[src/rtl/code_match_game.sv]
// Multi-round code-matching reflex game. An LFSR deals a secret code each round;
// debounced button presses toggle bits to cancel it, and won rounds are scored.
module code_match_game #(
  parameter int               WIDTH         = 8,
  parameter logic [WIDTH-1:0] TAPS          = 8'hB8,
  parameter logic [WIDTH-1:0] SEED          = WIDTH'(1),
  parameter int               PLAY_CYCLES   = 199,
  parameter int               RESULT_CYCLES = 10,
  parameter int               DEBOUNCE      = 4,
  parameter int               ROUNDS        = 4,
  parameter int               SCORE_W       = 4
) (
  input  logic                    clock,
  input  logic                    rst_n,
  input  logic                    start,
  input  logic                    submit,
  input  logic [WIDTH-1:0]        buttons,
  output logic [WIDTH-1:0]        lights,
  output logic                    correct_light,
  output logic                    incorrect_light,
  output logic                    busy,
  output logic                    game_over,
  output logic [$clog2(ROUNDS):0] round_idx,
  output logic [SCORE_W-1:0]      score
);

  localparam int TMAX    = (PLAY_CYCLES > RESULT_CYCLES) ? PLAY_CYCLES : RESULT_CYCLES;
  localparam int TIMER_W = $clog2(TMAX) + 1;
  localparam int DB_W    = $clog2(DEBOUNCE) + 1;
  localparam int RIDX_W  = $clog2(ROUNDS) + 1;

  localparam logic [WIDTH-1:0]   SEED_EFF    = (SEED == '0) ? WIDTH'(1) : SEED;
  localparam logic [TIMER_W-1:0] PLAY_LAST   = TIMER_W'(PLAY_CYCLES - 1);
  localparam logic [TIMER_W-1:0] RESULT_LAST = TIMER_W'(RESULT_CYCLES - 1);
  localparam logic [DB_W-1:0]    DB_LAST     = DB_W'(DEBOUNCE - 1);
  localparam logic [RIDX_W-1:0]  ROUND_LAST  = RIDX_W'(ROUNDS - 1);
  localparam logic [SCORE_W-1:0] SCORE_MAX   = '1;

  typedef enum logic [2:0] {IDLE, LOAD, PLAY, RESULT, DONE} state_t;

  state_t             state, state_next;
  logic [WIDTH-1:0]   lfsr, code, toggle, filt;
  logic [WIDTH-1:0]   filt_next, toggle_next;
  logic [DB_W-1:0]    db_cnt      [WIDTH];
  logic [DB_W-1:0]    db_cnt_next [WIDTH];
  logic [TIMER_W-1:0] timer;
  logic               play_exit, result_done, last_round, match_next;

  assign play_exit   = submit || (timer == PLAY_LAST);
  assign result_done = (timer == RESULT_LAST);
  assign last_round  = (round_idx == ROUND_LAST);

  // Per-bit debounce: a bit's filtered level follows the raw level only after
  // DEBOUNCE consecutive differing samples; a rising filtered edge flips its toggle.
  always_comb begin
    // NOTE: every comb output gets a default before any branch, so no latch is inferred.
    filt_next   = filt;
    toggle_next = toggle;
    for (int i = 0; i < WIDTH; i++) begin
      db_cnt_next[i] = '0;
      if (buttons[i] != filt[i]) begin
        if (db_cnt[i] == DB_LAST) begin
          filt_next[i] = buttons[i];
          if (buttons[i]) toggle_next[i] = ~toggle[i];
        end else begin
          db_cnt_next[i] = db_cnt[i] + DB_W'(1);
        end
      end
    end
  end

  // A toggle edge in the exit cycle still counts toward the match.
  assign match_next = ((code ^ toggle_next) == '0);

  always_comb begin
    state_next = state;
    case (state)
      IDLE, DONE: if (start)       state_next = LOAD;
      LOAD:                        state_next = PLAY;
      PLAY:       if (play_exit)   state_next = RESULT;
      RESULT:     if (result_done) state_next = last_round ? DONE : LOAD;
      default:                     state_next = IDLE;
    endcase
  end

  always_ff @(posedge clock or negedge rst_n) begin
    if (!rst_n) begin
      state           <= IDLE;
      lfsr            <= SEED_EFF;
      code            <= '0;
      toggle          <= '0;
      filt            <= '0;
      timer           <= '0;
      lights          <= '0;
      correct_light   <= 1'b0;
      incorrect_light <= 1'b0;
      busy            <= 1'b0;
      game_over       <= 1'b0;
      round_idx       <= '0;
      score           <= '0;
      // NOTE: db_cnt is a tiny per-bit register bank, not a RAM, so it is reset like any flop.
      for (int i = 0; i < WIDTH; i++) db_cnt[i] <= '0;
    end else begin
      // NOTE: non-blocking throughout, so every register samples pre-edge values.
      state     <= state_next;
      lfsr      <= {lfsr[WIDTH-2:0], ^(lfsr & TAPS)};
      busy      <= state_next inside {LOAD, PLAY, RESULT};
      game_over <= (state_next == DONE);

      case (state)
        IDLE, DONE: begin
          lights <= '0;
          if (start) begin
            score     <= '0;
            round_idx <= '0;
          end
        end
        LOAD: begin
          code   <= lfsr;
          toggle <= '0;
          filt   <= '0;
          timer  <= '0;
          lights <= '0;
          for (int i = 0; i < WIDTH; i++) db_cnt[i] <= '0;
        end
        PLAY: begin
          toggle <= toggle_next;
          filt   <= filt_next;
          db_cnt <= db_cnt_next;
          lights <= code ^ toggle;
          if (play_exit) begin
            timer           <= '0;
            correct_light   <= match_next;
            incorrect_light <= !match_next;
            if (match_next && (score != SCORE_MAX)) score <= score + SCORE_W'(1);
          end else begin
            timer <= timer + TIMER_W'(1);
          end
        end
        RESULT: begin
          lights <= (result_done && last_round) ? '0 : (code ^ toggle);
          if (result_done) begin
            timer           <= '0;
            correct_light   <= 1'b0;
            incorrect_light <= 1'b0;
            if (!last_round) round_idx <= round_idx + RIDX_W'(1);
          end else begin
            timer <= timer + TIMER_W'(1);
          end
        end
        default: lights <= '0;
      endcase
    end
  end

endmodule

[config.mk]
export PLATFORM = sky130hd
export DESIGN_NAME = code_match_game
export DESIGN_NICKNAME = d
export VERILOG_FILES = /design/src/rtl/code_match_game.sv
export SDC_FILE = /design/constraint.sdc
export NUM_CORES = 1
export LEC_CHECK = 0
export CAP_MARGIN = 20
export CORE_MARGIN = 8
export CORE_UTILIZATION = 58
export CTS_CLUSTER_SIZE = 8
export DETAILED_ROUTE_END_ITERATION = 8
export PLACE_DENSITY = 0.79
export SYNTH_ARGS = -nofsm -noshare
export SYNTH_HDL_FRONTEND = slang
export SYNTH_SLANG_ARGS = --single-unit
[constraint.sdc]
create_clock -name clock -period 2.5 [get_ports clock]
set_clock_uncertainty 0.1 [all_clocks]
set_input_delay 0.375 -clock clock [delete_from_list [all_inputs] [get_ports clock]]
set_output_delay 0.375 -clock clock [all_outputs]
set_load 0.02 [all_outputs]
* After elaboration in Yosys (flattened, before gate mapping) *
Cells that the tools add are included.

cells by class
  add/subtract/negate cells = 11
  equal/unequal tests = 49
  mux-type cells = 82
  bitwise gates (word level) = 10
  reductions and logical operators = 25

operator list
  operator               number
  $mux W3                23
  $pmux W24 S2           1
  $pmux W8 S2            3
  $mux W1                43
  $ne A2 B2 Y1 const B   21
  $eq A3 B2 Y1 const B   13
  $add A3 B1 Y3 const B  9
  $pmux W9 S3            1
  $reduce_and A3 Y1      9
  $mux W9                2
  $xor A8 B8 Y8          2
  $mux W4                3
  $pmux W3 S4            1
  $add A9 B1 Y9 const B  1
  $eq A9 B4 Y1 const B   1
  $eq A9 B8 Y1 const B   1
  $logic_not A8 Y1       1
  $mux W8                1
  $ne A1 B1 Y1           8
  $not A1 Y1             8
  $pmux W4 S2            1
  $reduce_and A4 Y1      2
  $reduce_bool A2 Y1     4
  $reduce_xor A8 Y1      1
  other kinds (12)       17

storage, ports and cells
  bits in registers = 87
  input bits = 12
  output and inout bits = 19
  logic and storage cells = 205

* Depth between registers and ports, before layout *
Gate-level depths: netlist (run 1).

  depth in word-level cells = 10
  gate-level depth with buffers = 8
  gate-level depth less buffers = 7

* Worst setup path after synthesis (run 1) *
Ideal clock, no wire load.

  kind = register to register
  start point = register db_cnt[6] in the netlist's numbering
  end point = register score[2]
  arrival = 1715 ps
  setup slack = 561 ps
  stages on the path, launching flop included = 7
  buffers on the path = 0
  path through = dfrtp_1 > ha_1 > and4bb_1 > xnor2_1 > nor4_4 > nand4b_1 > a211o_1

on the way
  word-level cells in the longest chain between the ends = 8

ends and longest elaborated chain
  element                      RTL line  source
  start, declared              44        logic [DB_W-1:0] db_cnt [WIDTH];
  start signal, assigned       129       db_cnt <= db_cnt_next;
  $eq A3 B2 Y1                 62        if (db_cnt[i] == DB_LAST) begin
  $mux W1                      62
  $mux W1                      61        if (buttons[i] != filt[i]) begin
  $xor A8 B8 Y8                73        assign match_next = ((code ^ toggle_next) == '0);
  $logic_not A8 Y1             73
  $logic_and A1 B1 Y1          135       if (match_next && (score != SCORE_MAX)) score <= score + SCORE_W'(1);
  $ne A2 B2 Y1 (no line)       --
  $reduce_and A4 Y1 (no line)  --
  end signal, assigned         135
  end, declared                24        output logic [SCORE_W-1:0] score

No other way between the ends.
A chain may end at the register's enable or synchronous reset.

* Final worst setup path (run 1) *
  start point = register db_cnt[9] in the netlist's numbering
  end point = register score[2]

The elaborated chain is that of the path after synthesis.

==> key figures, run 1 <==
Run status
  • Status: completed

Synth
  • Main flop type after synthesis: dfrtp_1
  • Fraction of registers with async set/reset: 100%
  • Count of different cell masters after synthesis: 52
  • Area of the mapped netlist: approximately 4200 sq um
  • Avg Cell Area, Syn: 10.7 sq um
  • Synth Register Bits: 87
  • Area leader, netlist: dfrtp_1
  • Area contributors post-synth: dfrtp_1 51%, nand2_1 6.1%, ha_1 4.2%, xnor2_1 3.3%, mux2i_1 2.9%
  • Yosys top cell area share: between 50 and 60%
  • Sequential fraction of the synthesis area: 52.0%
  • Syn Inst Count: 390
  • YS warnings: 0
  • Syn Nets: 416
  • Number of synthesized flops with an enable pin: 0

Worst setup path
  • Crit path max fanout: 7
  • CP cell instances: ha_1, and4bb_1, xnor2_1, nor4_4, nand4b_1, a211o_1
  • Worst setup path endpoint: score[2]
  • R2R Path Start: db_cnt[9]
  • Crit path depth: 6
  • CP max-delay cell: nor4_4
  • Reg2Reg Depth: 6
  • R2r setup slk: 0.33 ns
  • Crit. Startpoint: db_cnt[9]
  • WP data arrival: 2.32 ns
  • Worst EP required: roughly 2.7 ns
  • Family with the most delay on the worst path: simple AND/OR/NAND/NOR gates
  • Critical Path End Type: flip-flop
  • Critical path class: flip-flop to flip-flop
  • CP bufs+invs: 0
  • CP max stage delay: 0.44 ns
  • Startpoint Class: flip-flop
  • End of the worst register-to-register path: score[2]

Place
  • DPL Wire Length: 5880 microns
  • Pre-CTS setup slack: ~0.094 ns
  • Cells after DPL: 515
  • Count of input and output buffers: 30
  • Routability cong.: about 0.84

Floorplan
  • Die area: a little over 10000 sq um
  • Initial Util: 58.7%
  • Chip Height: 101 microns
  • Die Wd: 101 microns
  • Row count: 31
  • Core box area: 7140 sq um
  • I/O pins: 31

STA
  • Min Clock Period, post-route: 2.17 ns
  • Unrepaired setup endpoints after global routing: false
  • Final Hold Fails: 0
  • Fin Hold WS: 0.284 ns
  • Setup-failing EPs final: 0
  • Final slew viol count: 0
  • Fmax: ~0.46 GHz
  • Setup TNS: 0 ns
  • Worst slew pin tran: ~0.74 ns
  • Worst setup margin: roughly 0.33 ns
  • Relative slew margins: around half
  • Final period utilization: roughly 87%

Clock network
  • Num CTS Buffers: 9
  • CTS sink cnt: 87
  • CTS tree: built
  • Clock-pin slew on the worst setup and hold paths: 0.09 ns
  • Clock buffer depth: 2
  • Worst skew pair latency: 0.36 ns
  • Htree depth: 3
  • Clock root cell: clkbuf_8
  • Post-CTS Setup Inserts: 0

Cells and area
  • Final Instance Count excl. Fillers: 532
  • Area delta synth->final: 15.3%
  • Antenna diode count: 0
  • Nets: 454
  • Layout cells sized above 1: 9.93%

Detailed routing
  • Vias post-DR: 2971
  • Vias per inst: between 5 and 6
  • WL per Instance: 15.8 microns
  • Router iterations before antenna repair: 4
  • 1st-iter DRT viols: 154
  • Remaining antenna violation count: 0
  • WL final: 8390 microns
  • DR DRC count: 0

GRT
  • First-pass GRT wire length: roughly 15000 microns
  • Global-route usage over all layers: 18.4%
  • GR Overflow Total: 0
  • Largest net degree at the start of global routing: 68
  • Vias in the first global route: approximately 3000
  • Initial antenna violation count: 0

Power
  • Pwr Total: 4.23 mW
  • PwrDens: around 900 nW/um^2
  • Peak supply drop: 475 uV
  • Static leakage: about 2.4 nW

Job
  • Max-cap viol count: 0

Hold path
  • Hold/Removal Path Class: flip-flop to flip-flop
## power by group
group          switching (mW)  total, mW  internal, mW
registers               0.262       1.95          1.69
logic                   0.704       1.29         0.586
clock network           0.520      0.989         0.469
## worst reg2reg max path, cell delays in order (launching register included)
cell and delay (ns):
dfrtp_1 0.41, ha_1 0.23, and4bb_1 0.23, xnor2_1 0.17, nor4_4 0.44, nand4b_1 0.16, a211o_1 0.32
## sequential cells by signal (all words and copies together), names as in the netlist, 3 cells and up
register / count
round_idx: 3
timer: 9
filt: 8
db_cnt: 24
lights: 8
state: 3
code: 8
score: 4
lfsr: 8
toggle: 8
## placed cells by master (no fill, tap or decap), types with 6 or more instances in the layout
cell type | netlist | final
a21o_1 | 7 | 7
a21oi_1 | 8 | 8
and3_1 | 6 | 6
clkbuf_8 | 0 | 9
clkdlybuf4s50_1 | 0 | 29
dfrtp_1 | 86 | 86
ha_1 | 14 | 14
mux2i_1 | 12 | 12
nand2_1 | 68 | 68
nand2b_1 | 8 | 8
nand3_1 | 12 | 12
nor2_1 | 26 | 25
nor2b_1 | 9 | 9
nor3b_1 | 9 | 9
o21a_1 | 8 | 8
o21ai_0 | 21 | 21
o31ai_1 | 7 | 7
xnor2_1 | 16 | 16
xor2_1 | 8 | 8
## cell usage after synthesis (all sizes together) (8+ instances only)
cell type and number:
dfrtp 86, nand2 68, nor2 26, o21ai 22, xnor2 19, ha 14
mux2i 12, nand3 12, nor2b 9, nor3b 9, a21oi 8, and4bb 8
nand2b 8, o21a 8, xor2 8
## cells by family after synthesis
kind of cell,after synthesis,synth area share [%]
buffers and inverters,15,1.52
adder cells (fa/ha/maj),14,4.18
XOR/XNOR,27,6.19
AND/OR/NAND/NOR,165,21.7
flip-flops,87,52.0
AO/OA/AOI/OAI,68,11.0
multiplexers,14,3.41
## layout make-up
class | instances | area (sq um)
clock buffers | 10 | 128
clock inverters | 6 | 70.1
flip-flops and latches | 87 | 2180
inverters | 6 | 22.5
multi-input cells | 288 | 1950
fillers | 552 | 2310
well taps | 99 | 124
repair buffers | 36 | 358
## what timing repair did
action,CTS,global route
hold buffers,1,0
endpoints found under the hold margin,20,0
resized for setup,0,0
## stage by stage
| stage | utilization [%] | area [sq um] |
|---|---|---|
| after floorplan | - | 4190 |
| after global placement | 64.7 | 4620 |
| after detailed placement | 64.7 | 4620 |
| after CTS | 67.6 | 4830 |
| after global routing | 67.6 | 4830 |
| final | 67.6 | 4830 |
## worst min-delay path by stage
stage / from / endpoint / slack [ns] / cells after the start
3_3_place_gp: rst_n / db_cnt[3] / 0.18 / 1
3_5_place_dp: rst_n / db_cnt[4] / 0.18 / 1
4_1_cts: lfsr[2] / lfsr[3] / 0.28 / 0
2_1_floorplan: rst_n / busy / -0.02 / 0
5_1_grt: lfsr[2] / lfsr[3] / 0.31 / 0
6_report: lfsr[6] / lfsr[7] / 0.28 / 0
## per-layer routing
layer | GRT usage (%) | routed length [microns] | vias to the layer above
li1 | - | - | 1446
met1 | 23.5 | 3860 | 1475
met2 | 29.2 | 4110 | 36
met3 | 3.04 | 248 | 14
met4 | 9.39 | 170 | 0
met5 | 0 | 0 | -
Power figures use the tool's default switching activity.
==> run 2: changes to the inputs <==
--- a/config.mk
+++ b/config.mk
@@ -5,7 +5,6 @@
 export SDC_FILE = /design/constraint.sdc
 export NUM_CORES = 1
 export LEC_CHECK = 0
-export CAP_MARGIN = 20
 export CORE_MARGIN = 8
 export CORE_UTILIZATION = 58
 export CTS_CLUSTER_SIZE = 8
==> results of run 2 <==
The final DEF is identical to that of run 1; final timing and power are the same.
==> variant 1 (flow settings as in run 1) <==
Put one more register stage on the output `score`, without a reset. The value now appears one clock later. The other outputs are not delayed to match.
--- a/src/rtl/code_match_game.sv
+++ b/src/rtl/code_match_game.sv
@@ -37,6 +37,8 @@
   localparam logic [SCORE_W-1:0] SCORE_MAX   = '1;
 
   typedef enum logic [2:0] {IDLE, LOAD, PLAY, RESULT, DONE} state_t;
+
+  logic [SCORE_W-1:0] score_s0;
 
   state_t             state, state_next;
   logic [WIDTH-1:0]   lfsr, code, toggle, filt;
@@ -97,7 +99,7 @@
       busy            <= 1'b0;
       game_over       <= 1'b0;
       round_idx       <= '0;
-      score           <= '0;
+      score_s0        <= '0;
       // NOTE: db_cnt is a tiny per-bit register bank, not a RAM, so it is reset like any flop.
       for (int i = 0; i < WIDTH; i++) db_cnt[i] <= '0;
     end else begin
@@ -111,7 +113,7 @@
         IDLE, DONE: begin
           lights <= '0;
           if (start) begin
-            score     <= '0;
+            score_s0  <= '0;
             round_idx <= '0;
           end
         end
@@ -132,7 +134,7 @@
             timer           <= '0;
             correct_light   <= match_next;
             incorrect_light <= !match_next;
-            if (match_next && (score != SCORE_MAX)) score <= score + SCORE_W'(1);
+            if (match_next && (score_s0 != SCORE_MAX)) score_s0 <= score_s0 + SCORE_W'(1);
           end else begin
             timer <= timer + TIMER_W'(1);
           end
@@ -153,5 +155,9 @@
     end
   end
 
+  always_ff @(posedge clock) begin
+    score <= score_s0;
+  end
+
 endmodule
 
Check against the original RTL: not equivalent (Yosys sat finds a counterexample within 10 cycles, from zero or initial values and one cycle with rst_n low).
==> variant 1 against run 1 <==
- synthesized cell count grew 3.8%
- fmax shrank 4.8%
- critical path type unchanged
- die area grew 0.93%
- wire length grew 4.7%
- cell area grew 2.0%
- setup slack lost 0.11 ns
- critical path depth grew 1
- total power grew 14%
- utilization grew 0.96 points
- sequential cell count grew 4
- area after synthesis grew 1.1%
- largest power group unchanged
- first-iteration DRC count shrank 11%
==> variant 1: results (changes against run 1) <==
| Metric | Value |
|---|---|
| Critical Path AT | 2.40 ns (was 2.32 ns) |
| CTS buffer count | 9 (unchanged) |
| Largest net degree at the start of global routing | 47 (was 68) |
| All-Layer GR Usage | 0.186 (was 0.184) |
| M1 WL | 3820 um (was 3860 um) |
| Worst-path clk slew | 0.09 ns (about the same) |
| Setup slack, reg-to-reg | 0.22 ns (was 0.33 ns) |
| Met3 wire length | 429 um (was 248 um) |
| Tcrit/Tclk final | 0.912 (was 0.868) |
| Critical path's slowest cell | o41ai_1 (was nor4_4) |
| Routed len/inst | 15.9 um (was 15.8 um) |
| H-tree levels | 3 (unchanged) |
| Initial DRC Count | 137 (was 154) |
| Main area contributors after synthesis | dfrtp_1, nand2_1, ha_1 (unchanged) |
| Cts repair resizes | 0 (unchanged) |
| Most common flop cell mapped by yosys | dfrtp_1 (unchanged) |
| LEAKAGE | 2.34 nW (was 2.38 nW) |
| Antenna violations before repair | 0 (unchanged) |
| DP Wirelength | 6460 um (was 5880 um) |
| VDD IR max | 0.569 mV (was 0.475 mV) |
| Setup slack at placement | -0.0651 ns (was 0.0945 ns) |
| Routability cong. | 0.859 (was 0.837) |
| Total number of vias | 3,177 (was 2,971) |
| CP top delay family | compound AO/OA/AOI/OAI gates (was simple AND/OR/NAND/NOR gates) |
| Post-Syn Nets | 431 (was 416) |
| Nets | 474 (was 454) |
| Top sig layer | met4 (unchanged) |
| First-pass GRT wire length | 15,100 um (was 14,600 um) |
| Top-area cell type share of the netlist area | 0.508 (was 0.514) |
| Worst Path Max Fanout | 3 (was 7) |
| Yosys cell types | 49 (was 52) |
| First drt pass iteration count | 5 (was 4) |
| Synth cell count leaders | dfrtp_1, nand2_1, nor2_1 (unchanged) |
| Skew-Pair Late Insertion Delay | 0.36 ns (about the same) |
| CP max stage delay | 0.46 ns (was 0.44 ns) |
| Async set or reset register ratio after synthesis | 0.956 (was 1.00) |
| Met2 Wirelength | 4330 um (was 4110 um) |
| DP Area | 4720 um^2 (was 4620 um^2) |
| Slew HR | 0.646 (was 0.504) |
| Buffers added on ports | 30 (unchanged) |
| Share of cells above drive strength 1 | 0.102 (was 0.0993) |
| Worst hold-check path type | reg -> reg (unchanged) |
| Post-synthesis sequential area ratio | 0.534 (was 0.520) |
| Status | complete, no violations (unchanged) |
[variant 1: cell count changes after synthesis, sizes merged, moves of 5 or more]
cell,delta
a21o,-6
a21oi,+9
a31oi,+5
nand3,+6
nor3b,-8
xnor2,-8
xor2,+9
[variant 1: kinds of logic after synthesis]
family	count (synthesis)	synth area share
and+or+nand+nor	165	0.205
AOI/OAI and AO/OA	78	0.119
muxes	10	0.0239
DFF	91	0.534
adders and majority gates	14	0.0414
xor gates and xnor gates	28	0.0579
buffers and inverters	19	0.0189
[variant 1: report_power, final]
group | switching (W) | internal (W) | leakage [nW]
registers | 0.000283 | 0.00178 | 1.21
logic | 0.00109 | 0.000730 | 1.03
clock network | 0.000543 | 0.000409 | 0.0934
total | 0.00192 | 0.00292 | 2.34
[variant 1: repair_timing]
| action | CTS | global route |
|---|---|---|
| endpoints found under the hold margin | 40 | 0 |
| setup buffers | 0 | 0 |
| hold buffers | 1 | 0 |
[variant 1: path summary, 6_finish.rpt]
check	startpoint	endpoint	cells past startpoint
worst max-delay path	db_cnt[6]	score_s0[0]	7
worst min-delay path	lfsr[1]	lfsr[2]	0
worst max register to register	db_cnt[6]	score_s0[0]	7
worst min register to register	lfsr[1]	lfsr[2]	0
max in group asynchronous	rst_n	filt[1]	3
min in group asynchronous	rst_n	timer[7]	2
[variant 1: per-stage QoR]
stage	util	TNS, ns	std cells	hold WS, ns
CTS	0.686	0	552	0.283
global placement	0.658	0	535	0.258
detailed placement	0.658	-0.124	535	0.261
floorplan	-	0	405	-0.0206
finish	0.686	0	552	0.282
global route	0.686	0	552	0.299
[variant 1: routing by layer]
layer / up-vias / global-route usage
met2: 89 / 0.314
li1: 1515 / -
met4: 0 / 0.0859
met3: 16 / 0.0330
met5: - / 0
met1: 1557 / 0.226
[variant 1: layout make-up]
type	instances	area, um^2
sequential	91	2260
fill	579	2250
multi-input combinational	295	1900
timing repair buffer	45	425
clock buffer	10	138
tap	99	124
clock inverter	6	55.1
inverter	6	22.5
==> variant 2 (flow settings as in run 1) <==
Made on the original files. `DEBOUNCE`: 4 -> 8.
--- a/src/rtl/code_match_game.sv
+++ b/src/rtl/code_match_game.sv
@@ -6,7 +6,7 @@
   parameter logic [WIDTH-1:0] SEED          = WIDTH'(1),
   parameter int               PLAY_CYCLES   = 199,
   parameter int               RESULT_CYCLES = 10,
-  parameter int               DEBOUNCE      = 4,
+  parameter int               DEBOUNCE      = 8,
   parameter int               ROUNDS        = 4,
   parameter int               SCORE_W       = 4
 ) (
Check against the original RTL: not equivalent (Yosys sat finds a counterexample within 10 cycles, from zero or initial values and one cycle with rst_n low).
==> variant 2 against run 1 <==
- cell area grew 9.1%
- highest routed layer unchanged
- setup slack lost 0.086 ns
- synthesized cell count grew 13%
- sequential power grew 10%
- hold slack gained 0.0055 ns
- global-route usage shrank 1.0 points
- area after synthesis grew 10%
- wire length grew 6.9%
- count of clock-buffer cells in the layout grew 4
- combinational power grew 25%
- critical path depth grew 1
- total power grew 11%
- sequential cell count grew 8
==> variant 2: results (changes against run 1) <==
| Metric | Value |
|---|---|
| Post-synthesis sequential area ratio | 0.515 (was 0.520) |
| Clock group power | 0.000927 W (was 0.000989 W) |
| Status | complete, no violations (unchanged) |
| Sw Share | 0.371 (was 0.351) |
| # DRC | 0 (unchanged) |
| Synth cell count leaders | dfrtp_1, nand2_1, nor2_1 (unchanged) |
| Yosys cell types | 49 (was 52) |
| Share of cells above drive strength 1 | 0.0885 (was 0.0993) |
| LEAKAGE | 2.44 nW (was 2.38 nW) |
| Worst Path Max Fanout | 6 (was 7) |
| Slew @ Worst Pin | 0.589 ns (was 0.741 ns) |
| Worst-path clk slew | 0.09 ns (about the same) |
| DP Area | 5070 um^2 (was 4620 um^2) |
| Total number of vias | 3,341 (was 2,971) |
| Biggest regs | db_cnt: 32 flops, timer: 9 flops (was db_cnt: 24 flops, timer: 9 flops) |
| Critical Path AT | 2.41 ns (was 2.32 ns) |
| VDD IR max | 0.592 mV (was 0.475 mV) |
| Main area contributors after synthesis | dfrtp_1, nand2_1, xnor2_1 (was dfrtp_1, nand2_1, ha_1) |
| R2r worst-path depth | 7 (was 6) |
| Largest net degree at the start of global routing | 58 (was 68) |
| Post-Syn Nets | 468 (was 416) |
| Initial DRC Count | 142 (was 154) |
| Buffers added on ports | 30 (unchanged) |
| # Max-Cap Violations | 0 (unchanged) |
| All-Layer GR Usage | 0.174 (was 0.184) |
| Vias in the first global route | 3,352 (was 3,039) |
| Fill cells | 595 (was 552) |
| Nets | 507 (was 454) |
| Routability cong. | 0.823 (was 0.837) |
| DP Wirelength | 6350 um (was 5880 um) |
| First-pass GRT wire length | 15,800 um (was 14,600 um) |
| Final wirelength | 8970 um (was 8390 um) |
| Pint | 0.00295 W (was 0.00275 W) |
| Logic pwr share | 0.344 (was 0.305) |
## variant 2: changes by cell type in the layout (fill, tap and decap cells not counted), moves of 6 or more
cell	run 1	this run
a21oi_1	8	14
o21a_1	8	0
a22o_1	2	14
nor2b_1	9	3
nand3_1	12	23
nor3b_1	9	2
nand3b_1	1	8
nor2_1	25	37
o21ai_0	21	37
dfrtp_1	86	94
nor3b_2	0	6
a21o_1	7	0
xnor2_1	16	25
## variant 2: final cells by class
| class | count | area (um^2) | area share |
|---|---|---|---|
| Sequential cell | 95 | 2380 | 0.452 |
| Multi-Input combinational cell | 332 | 2190 | 0.415 |
| Timing Repair Buffer | 39 | 380 | 0.0722 |
| Clock buffer | 14 | 163 | 0.0309 |
| Tap cell | 102 | 128 | 0.0242 |
| Clock inverter | 2 | 16.3 | 0.00309 |
| Inverter | 4 | 15.0 | 0.00285 |
## variant 2: path summary, 6_finish.rpt
check | slack (ns) | startpoint | to
min in group asynchronous | 0.42 | rst_n | db_cnt[19]
hold / removal | 0.29 | lfsr[1] | lfsr[2]
hold reg to reg | 0.29 | lfsr[1] | lfsr[2]
max in group asynchronous | 1.17 | rst_n | lfsr[0]
setup / recovery | 0.24 | db_cnt[24] | score[1]
setup reg to reg | 0.24 | db_cnt[24] | score[1]
## variant 2: routing by layer
metal | track usage | part of all wire | vias to the layer above | routed length [um]
li1 | - | - | 1652 | -
met1 | 0.222 | 0.46 | 1640 | 4150
met2 | 0.281 | 0.49 | 42 | 4410
met3 | 0.0518 | 0.038 | 7 | 339
met4 | 0.0479 | 0.0068 | 0 | 61
met5 | 0 | 0 | - | 0
## variant 2: what timing repair did
| action | in CTS | in global routing |
|---|---|---|
| hold buffers | 1 | 0 |
| endpoints found under the hold margin | 38 | 0 |
| endpoints found under the setup margin | 6 | 0 |
| resized for setup | 1 | 0 |
## variant 2: kinds of logic (layout without fill, tap and decap cells)
logic type,count (synthesis),count (layout),share of synthesized area
adder cells (fa/ha/maj),14,14,0.0379
AND/OR/NAND/NOR,181,181,0.215
multiplexers,11,11,0.0238
XOR/XNOR,34,34,0.0645
flip-flops,95,95,0.515
buffers and inverters,15,59,0.0130
AO/OA/AOI/OAI,92,92,0.130
## variant 2: through the flow
stage | utilization | setup WS (ns) | setup TNS, ns | std cells
4_1_cts | 0.682 | 0.244 | 0 | 588
3_3_place_gp | 0.656 | 0.103 | 0 | 571
3_5_place_dp | 0.656 | -0.0641 | -0.235 | 571
2_1_floorplan | - | 0.526 | 0 | 442
5_1_grt | 0.682 | 0.0723 | 0 | 588
6_report | 0.682 | 0.244 | 0 | 588
## variant 2: critical path, stage by stage (launching register included)
cell and delay (ns):
dfrtp_1 0.40, ha_1 0.20, nand3b_1 0.14, nor3b_1 0.40
mux2i_1 0.17, nor4_4 0.34, a41oi_1 0.18, a41o_1 0.23
